[config.mk]
export PLATFORM = sky130hd
export DESIGN_NAME = coefficient_loader_flat
export DESIGN_NICKNAME = d
export VERILOG_FILES = /design/src/rtl/coefficient_loader_if.sv /design/src/rtl/coefficient_loader.sv /design/src/flat_wrapper.sv
export SDC_FILE = /design/constraint.sdc
export NUM_CORES = 1
export LEC_CHECK = 0
export BUFFER_PORTS_ARGS = -buffer_cell sky130_fd_sc_hd__buf_4
export CORE_MARGIN = 3
export CORE_UTILIZATION = 50
export CTS_CLUSTER_DIAMETER = 200
export DETAILED_ROUTE_END_ITERATION = 12
export GPL_TIMING_DRIVEN = 0
export PLACE_DENSITY = 0.67
export SETUP_SLACK_MARGIN = 0.15
export SLEW_MARGIN = 40
export SYNTH_ARGS = -nofsm -noshare
export SYNTH_HDL_FRONTEND = slang
export SYNTH_SLANG_ARGS = --single-unit
[constraint.sdc]
create_clock -name clock -period 4.9 [get_ports clock]
set_input_delay 0.735 -clock clock [delete_from_list [all_inputs] [get_ports clock]]
set_output_delay 0.735 -clock clock [all_outputs]
set_load 0.02 [all_outputs]
[src/rtl/coefficient_loader_if.sv]
// coefficient_loader_if
//   Bundles the coefficient-load stream and the tap read port between the
//   coefficient source / FIR MAC side (master) and the loader (slave).
//   Stream:  loadStart, coefficientValid, coefficientIn  (master -> slave)
//   Read:    readAddr (master -> slave), readData (slave -> master)
//   Status:  loadBusy, coefficientsReady, overrunFlag, loadCount (slave -> master)
interface coefficient_loader_if #(
  parameter int DATA_WIDTH = 8,
  parameter int ADDR_WIDTH = 5
);
  logic                  loadStart;
  logic                  coefficientValid;
  logic [DATA_WIDTH-1:0] coefficientIn;
  logic [ADDR_WIDTH-1:0] readAddr;
  logic [DATA_WIDTH-1:0] readData;
  logic                  loadBusy;
  logic                  coefficientsReady;
  logic                  overrunFlag;
  logic [ADDR_WIDTH:0]   loadCount;

  modport master (
    output loadStart, coefficientValid, coefficientIn, readAddr,
    input  readData, loadBusy, coefficientsReady, overrunFlag, loadCount
  );

  modport slave (
    input  loadStart, coefficientValid, coefficientIn, readAddr,
    output readData, loadBusy, coefficientsReady, overrunFlag, loadCount
  );
endinterface

[src/rtl/coefficient_loader.sv]
// coefficient_loader
//   Receive end of the FIR coefficient stream. Stores LENGTH signed
//   coefficients in arrival order, flags the bank complete, and serves a
//   registered (1-cycle) random-access read port to the MAC datapath.
//   clock    : system clock, posedge
//   reset_n  : asynchronous active-low reset, clears all state and the bank
//   bus      : coefficient_loader_if slave (stream in, read port, status out)
module coefficient_loader #(
  parameter int LENGTH     = 20,
  parameter int DATA_WIDTH = 8,
  parameter int ADDR_WIDTH = 5
) (
  input  logic                  clock,
  input  logic                  reset_n,
  coefficient_loader_if.slave   bus
);

  typedef enum logic [1:0] {IDLE, LOAD, DONE} state_e;

  localparam logic [ADDR_WIDTH:0] LEN_C  = (ADDR_WIDTH+1)'(LENGTH);
  localparam logic [ADDR_WIDTH:0] LAST_C = (ADDR_WIDTH+1)'(LENGTH - 1);

  state_e                state_q, state_d;
  logic [ADDR_WIDTH:0]   count_q, count_d;
  logic                  ready_q, ready_d;
  logic                  overrun_q, overrun_d;
  logic [DATA_WIDTH-1:0] rdata_q, rdata_d;
  logic [DATA_WIDTH-1:0] bank_q [LENGTH];
  logic [DATA_WIDTH-1:0] bank_d [LENGTH];

  always_comb begin
    state_d   = state_q;
    count_d   = count_q;
    ready_d   = ready_q;
    overrun_d = overrun_q;
    bank_d    = bank_q;
    rdata_d   = '0;

    // Read from the pre-write bank: same-cycle write to the same index
    // returns the old value.
    if ({1'b0, bus.readAddr} < LEN_C) rdata_d = bank_q[bus.readAddr];

    if (bus.loadStart) begin
      // Restart wins over everything, including a beat in the same cycle,
      // which becomes entry 0 of the new load.
      state_d   = LOAD;
      count_d   = '0;
      ready_d   = 1'b0;
      overrun_d = 1'b0;
      if (bus.coefficientValid) begin
        bank_d[0] = bus.coefficientIn;
        count_d   = (ADDR_WIDTH+1)'(1);
      end
    end else begin
      case (state_q)
        LOAD: begin
          if (bus.coefficientValid && count_q < LEN_C) begin
            bank_d[count_q[ADDR_WIDTH-1:0]] = bus.coefficientIn;
            count_d = count_q + 1'b1;
            if (count_q == LAST_C) begin
              state_d = DONE;
              ready_d = 1'b1;
            end
          end
        end
        default: begin
          // IDLE / DONE: bank is not accepting, beats are dropped and flagged.
          if (bus.coefficientValid) overrun_d = 1'b1;
        end
      endcase
    end
  end

  always_ff @(posedge clock or negedge reset_n) begin
    if (!reset_n) begin
      state_q   <= IDLE;
      count_q   <= '0;
      ready_q   <= 1'b0;
      overrun_q <= 1'b0;
      rdata_q   <= '0;
      for (int i = 0; i < LENGTH; i++) bank_q[i] <= '0;
    end else begin
      state_q   <= state_d;
      count_q   <= count_d;
      ready_q   <= ready_d;
      overrun_q <= overrun_d;
      rdata_q   <= rdata_d;
      bank_q    <= bank_d;
    end
  end

  assign bus.readData          = rdata_q;
  assign bus.loadBusy          = (state_q == LOAD);
  assign bus.coefficientsReady = ready_q;
  assign bus.overrunFlag       = overrun_q;
  assign bus.loadCount         = count_q;

endmodule

[src/flat_wrapper.sv]
// flat-port wrapper written by rule: the top's interface ports become plain ports
module coefficient_loader_flat 
#(
  parameter int LENGTH     = 20,
  parameter int DATA_WIDTH = 8,
  parameter int ADDR_WIDTH = 5
)
  (clock, reset_n, bus_loadStart, bus_coefficientValid, bus_coefficientIn, bus_readAddr, bus_readData, bus_loadBusy, bus_coefficientsReady, bus_overrunFlag, bus_loadCount);
  coefficient_loader_if #(.DATA_WIDTH(DATA_WIDTH), .ADDR_WIDTH(ADDR_WIDTH)) bus_i ();
  input  logic clock;
  input  logic reset_n;
  input wire logic [$bits(bus_i.loadStart)-1:0] bus_loadStart;
  input wire logic [$bits(bus_i.coefficientValid)-1:0] bus_coefficientValid;
  input wire logic [$bits(bus_i.coefficientIn)-1:0] bus_coefficientIn;
  input wire logic [$bits(bus_i.readAddr)-1:0] bus_readAddr;
  output wire logic [$bits(bus_i.readData)-1:0] bus_readData;
  output wire logic [$bits(bus_i.loadBusy)-1:0] bus_loadBusy;
  output wire logic [$bits(bus_i.coefficientsReady)-1:0] bus_coefficientsReady;
  output wire logic [$bits(bus_i.overrunFlag)-1:0] bus_overrunFlag;
  output wire logic [$bits(bus_i.loadCount)-1:0] bus_loadCount;
  assign bus_i.loadStart = bus_loadStart;
  assign bus_i.coefficientValid = bus_coefficientValid;
  assign bus_i.coefficientIn = bus_coefficientIn;
  assign bus_i.readAddr = bus_readAddr;
  assign bus_readData = bus_i.readData;
  assign bus_loadBusy = bus_i.loadBusy;
  assign bus_coefficientsReady = bus_i.coefficientsReady;
  assign bus_overrunFlag = bus_i.overrunFlag;
  assign bus_loadCount = bus_i.loadCount;
  coefficient_loader #(.LENGTH(LENGTH), .DATA_WIDTH(DATA_WIDTH), .ADDR_WIDTH(ADDR_WIDTH)) u_core (.clock(clock), .reset_n(reset_n), .bus(bus_i));
endmodule
# Word level (Yosys, flattened, before mapping)
# Index checks and enable logic that the tools add are counted.
[word_totals]
reg_bits = 178
latchBits = 0
ramBits = 0
romBits = 0
input_bits = 17
output_inout_bits = 17
wordCells = 75
n_memories = 0
[classes]
add_sub_neg = 1
multipliers = 0
div_mod_pow = 0
order_cmp = 5
n_eq_ne = 4
shifts = 0
muxes = 26
n_bitwise = 3
reduce_logical = 11
[op_table]
columns = ["op", "count"]
rows = [
  ["$mux W160", 2],
  ["$bwmux W160", 1],
  ["$mux W8", 6],
  ["$bmux W8 S5", 1],
  ["$demux W8 S5", 1],
  ["$mux W6", 3],
  ["$ge A6 B6 Y1 const B", 2],
  ["$not A5 Y6", 2],
  ["$reduce_and A3 Y1", 3],
  ["$mux W1", 8],
  ["$mux W2", 4],
  ["$reduce_bool A2 Y1", 4],
  ["$add A6 B1 Y6 const B", 1],
  ["$eq A6 B5 Y1 const B", 1],
  ["$lt A6 B1 Y1 const B", 1],
  ["$lt A6 B5 Y1 const B", 1],
  ["$lt A5 B5 Y1 const B", 1],
  ["$reduce_and A2 Y1", 2],
  ["$eq A2 B1 Y1 const B", 1],
  ["$logic_and A1 B1 Y1", 2],
  ["$ne A2 B1 Y1 const B", 1],
  ["$ne A2 B2 Y1 const B", 1],
  ["$not A1 Y1", 1],
]

# Depth between registers and ports, before layout
[depth]
word_depth = 9
ltp_mapped = 6
depth_no_buf = 5

# Worst setup path before layout
# Ideal clock, no wire load.
[synth_timing]
path_kind = "input to register"
startpoint = "input bus_readAddr[0]"
endpoint = "register u_core.rdata_q[4] (netlist: u_core.bus.readData[4])"
setup_time_ns = 0.126
arrival_ns = 2.304
required_ns = 4.774
path_slack_ns = 2.470
stages = 6
n_path_buf = 2
cell_sequence = "clkbuf_1 -> buf_2 -> mux4_2 -> mux2i_1 -> nor2_1 -> a221o_1"
[synth_between]
elab_chain_cells = 5
elab_cells_between_ends = 6
cone_classes = "1 x order compare; 4 x mux; 1 x bitwise"
[synth_rtl]
columns = ["item", "line", "rtl"]
rows = [
  ["start: declaration", "flat_wrapper.sv:15", "input wire logic [$bits(bus_i.readAddr)-1:0] bus_readAddr;"],
  ["$not A5 Y6 (not written as such)", "coefficient_loader.sv:41", "if ({1'b0, bus.readAddr} < LEN_C) rdata_d = bank_q[bus.readAddr];"],
  ["$bmux W8 S5", "coefficient_loader.sv:41", ""],
  ["$mux W8 (not written as such) (2 in a row)", "coefficient_loader.sv:41", ""],
  ["$mux W8 *", "coefficient_loader.sv:41", ""],
  ["named net u_core.rdata_d[4]", "coefficient_loader.sv:27", "logic [DATA_WIDTH-1:0] rdata_q, rdata_d;"],
  ["end signal: assignment", "coefficient_loader.sv:87", "rdata_q <= rdata_d;"],
  ["end: declaration", "coefficient_loader.sv:27", ""],
]
# The timed path passes the listed nets; every way through them passes the cells marked *. The select of a mux whose other input is x is not followed.
# A chain may end at the register's enable or synchronous reset.

# Final worst setup path
# Same ends and word-level chain as after synthesis.

==> results.py <==
metrics = {
    "status": {
        "status": "complete, no violations",
    },
    "cts": {
        "cts.hold.buffers_added": 0,
        "post_cts_resized": 0,
        "cts_buffers": 17,
        "h-tree-depth": 4,
        "cts_buffer_depth": 2,
        "cts_sinks": 177,
        "postCtsSetupBuffers": 0,
        "clkLatencyLatePin_ns": 0.42,
        "clk_pin_slew_ns": 0.07,
        "cts_tree": "done",
        "clock-root-buffer": "clkbuf_16",
    },
    "final_layout": {
        "drive_gt1_frac": 0.448,
        "layout_common_cells": "177 x dfrtp_1, 170 x mux2_2, 29 x clkbuf_1, 25 x buf_4, 24 x mux4_2",
        "layout.nets": 622,
        "nFillCells": 1251,
        "synthToLayoutAreaGrowth_pct": 13.1,
        "instances_no_fill": 825,
        "final_common_cell": "dfrtp_1",
        "utilization": 0.591,
        "diodes": 0,
    },
    "power": {
        "worst_ir_drop_vdd_mv": 0.306,
        "power_uw": 3260,
        "leakage_uw": 0.00434,
        "p_per_area_nw_per_um2": 355,
    },
    "synth": {
        "postSynthCellCount": 558,
        "synth_fp_nets": 579,
        "synth_top_cells_by_area": "dfrtp_1 55%, mux2_2 24%, mux4_2 6.7%",
        "synth_cell_types": 39,
        "ys_seq_area_frac": 0.545,
        "yosysWarnings": 0,
        "yosysTopAreaCell": "dfrtp_1",
        "netlist_area_um2": 8120,
        "synth_top_area_share": 0.545,
        "synth.avg_cell_area_um2": 14.6,
        "ys_ff_latch": 177,
    },
    "sta": {
        "finalCritPeriodShare": 0.530,
        "fmax_mhz": 385,
        "whs_ns": 0.215,
        "maxSlewHeadroom": 0.463,
        "hold_viol": 0,
        "min_period_ns": 2.60,
        "slew_violations": 0,
        "fin_worst_skew_ns": 0.00774,
        "setup_violations": 0,
        "worstMarginPinSlew_ns": 0.805,
        "rsz0062_at_grt": "no",
        "fin_tns_setup_ns": 0,
    },
    "setup_path": {
        "r2r_start": "u_core.bus.loadCount[5]",
        "end_kind": "flip-flop",
        "rr_worst_depth": 5,
        "rrSetupSlack_ns": 2.57,
        "cp_max_fo": 10,
        "path_class": "input pin to flip-flop",
        "cp.required_ns": 5.21,
        "arrival_ns": 2.91,
        "startpoint_type": "input pin",
        "r2r_end": "u_core.bank_q[147]",
    },
    "grt": {
        "grt_max_degree": 73,
        "grt_pass1_vias": 5122,
        "antenna_found_initial": 0,
        "overflow": 0,
        "grt_usage": 0.212,
        "grt_pass1_wl_um": 28800,
    },
    "routing": {
        "drc": 0,
        "ant_nets": 0,
        "drtIter0Drc": 151,
        "vias": 4735,
        "wire_per_inst_um": 21.4,
        "drt_pre_antenna_iters": 4,
        "viasPerCell": 5.74,
        "routed_wl_um": 17700,
    },
    "place": {
        "placed_cells": 793,
        "dpl.hpwl_um": 12500,
        "globalplace.congestion": 0.755,
        "port_buffers": 22,
    },
    "die": {
        "rows": 45,
        "core-area_um2": 15500,
        "initial_core_util": 0.523,
        "die-height_um": 133,
        "io_pins": 34,
        "die_w_um": 133,
        "fp.dieArea_um2": 17800,
    },
    "job": {
        "cap_violations": 0,
    },
    "worst_hold_path": {
        "hold_class": "input pin to async pin",
    },
}
==> power breakdown <==
group | total (µW) | internal [µW] | switching [µW]
clock | 1290 | 727 | 561
combinational | 344 | 170 | 174
sequential | 1630 | 1570 | 54.4
==> logic make-up after synthesis <==
| kind of cell | after synthesis | share of synthesized area |
|---|---|---|
| xor+xnor | 3 | 0.00324 |
| flops | 177 | 0.545 |
| simple gates | 82 | 0.0641 |
| fa+ha+maj | 4 | 0.00616 |
| mux | 208 | 0.320 |
| compound gates | 40 | 0.0382 |
| buf+inv | 44 | 0.0226 |
==> metal layers <==
metal / vias to the layer above / track usage / routed length (µm)
met3: 14 / 0.0502 / 615
met2: 72 / 0.341 / 8450
met1: 2499 / 0.293 / 8330
li1: 2150 / - / -
met5: - / 0 / 0
met4: 0 / 0.0566 / 253
==> cell type report <==
class                   count  area, µm²  share of cell area
flip-flops and latches    177       4430               0.482
multi-input cells         337       3520               0.383
clock buffers              20        457              0.0497
well taps                 211        264              0.0287
repair buffers             24        228              0.0248
plain buffers              39        165              0.0180
clock inverters            12        108              0.0117
inverters                   5       18.8             0.00204
==> worst max path at each step <==
stage | startpoint | to | depth (start not counted)
3_5_place_dp | bus_readAddr[0] | u_core.bus.readData[4] | 6
2_1_floorplan | bus_readAddr[0] | u_core.bus.readData[4] | 6
4_1_cts | bus_readAddr[0] | u_core.bus.readData[4] | 6
5_1_grt | bus_readAddr[0] | u_core.bus.readData[4] | 6
3_3_place_gp | bus_readAddr[0] | u_core.bus.readData[4] | 6
6_report | bus_readAddr[0] | u_core.bus.readData[4] | 6
==> through the flow <==
stage | setup slack, ns | cell area, µm²
floorplan | 2.47 | 8120
global placement | 1.87 | 8550
detailed placement | 1.86 | 8620
CTS | 2.27 | 9180
global route | 2.18 | 9190
finish | 2.30 | 9190
==> state kept, by name, indices dropped and copies added, names as in the netlist <==
register                cells
u_core.state_q              2
u_core.bus.overrunFlag      1
u_core.bus.loadCount        6
u_core.bank_q             160
u_core.bus.readData         8
==> cell usage after synthesis (all sizes together) <==
cell     count
nor4b        1
buf         11
o21ai        2
or3b         1
nand2b       4
nor2b       21
ha           4
a21o         1
xnor2        2
clkbuf      28
a2111oi      8
mux2       176
nor3b        1
mux2i        8
a41oi        1
nand3        7
dfrtp      177
inv          5
nor2        13
mux4        24
xor2         1
nor4bb       1
o22ai        8
a211oi       8
nor3         8
a22o         1
nor4         3
a221o        8
a21oi        3
nand4        1
and3         1
nand2       17
and2         3
==> critical path: stages <==
cell      delay [ns]
clkbuf_1        0.43
clkbuf_1        0.51
nand2_1         0.38
o22ai_1         0.33
nor3_1          0.14
a221o_1         0.38
Note: power is estimated with default switching activity, not from simulation.
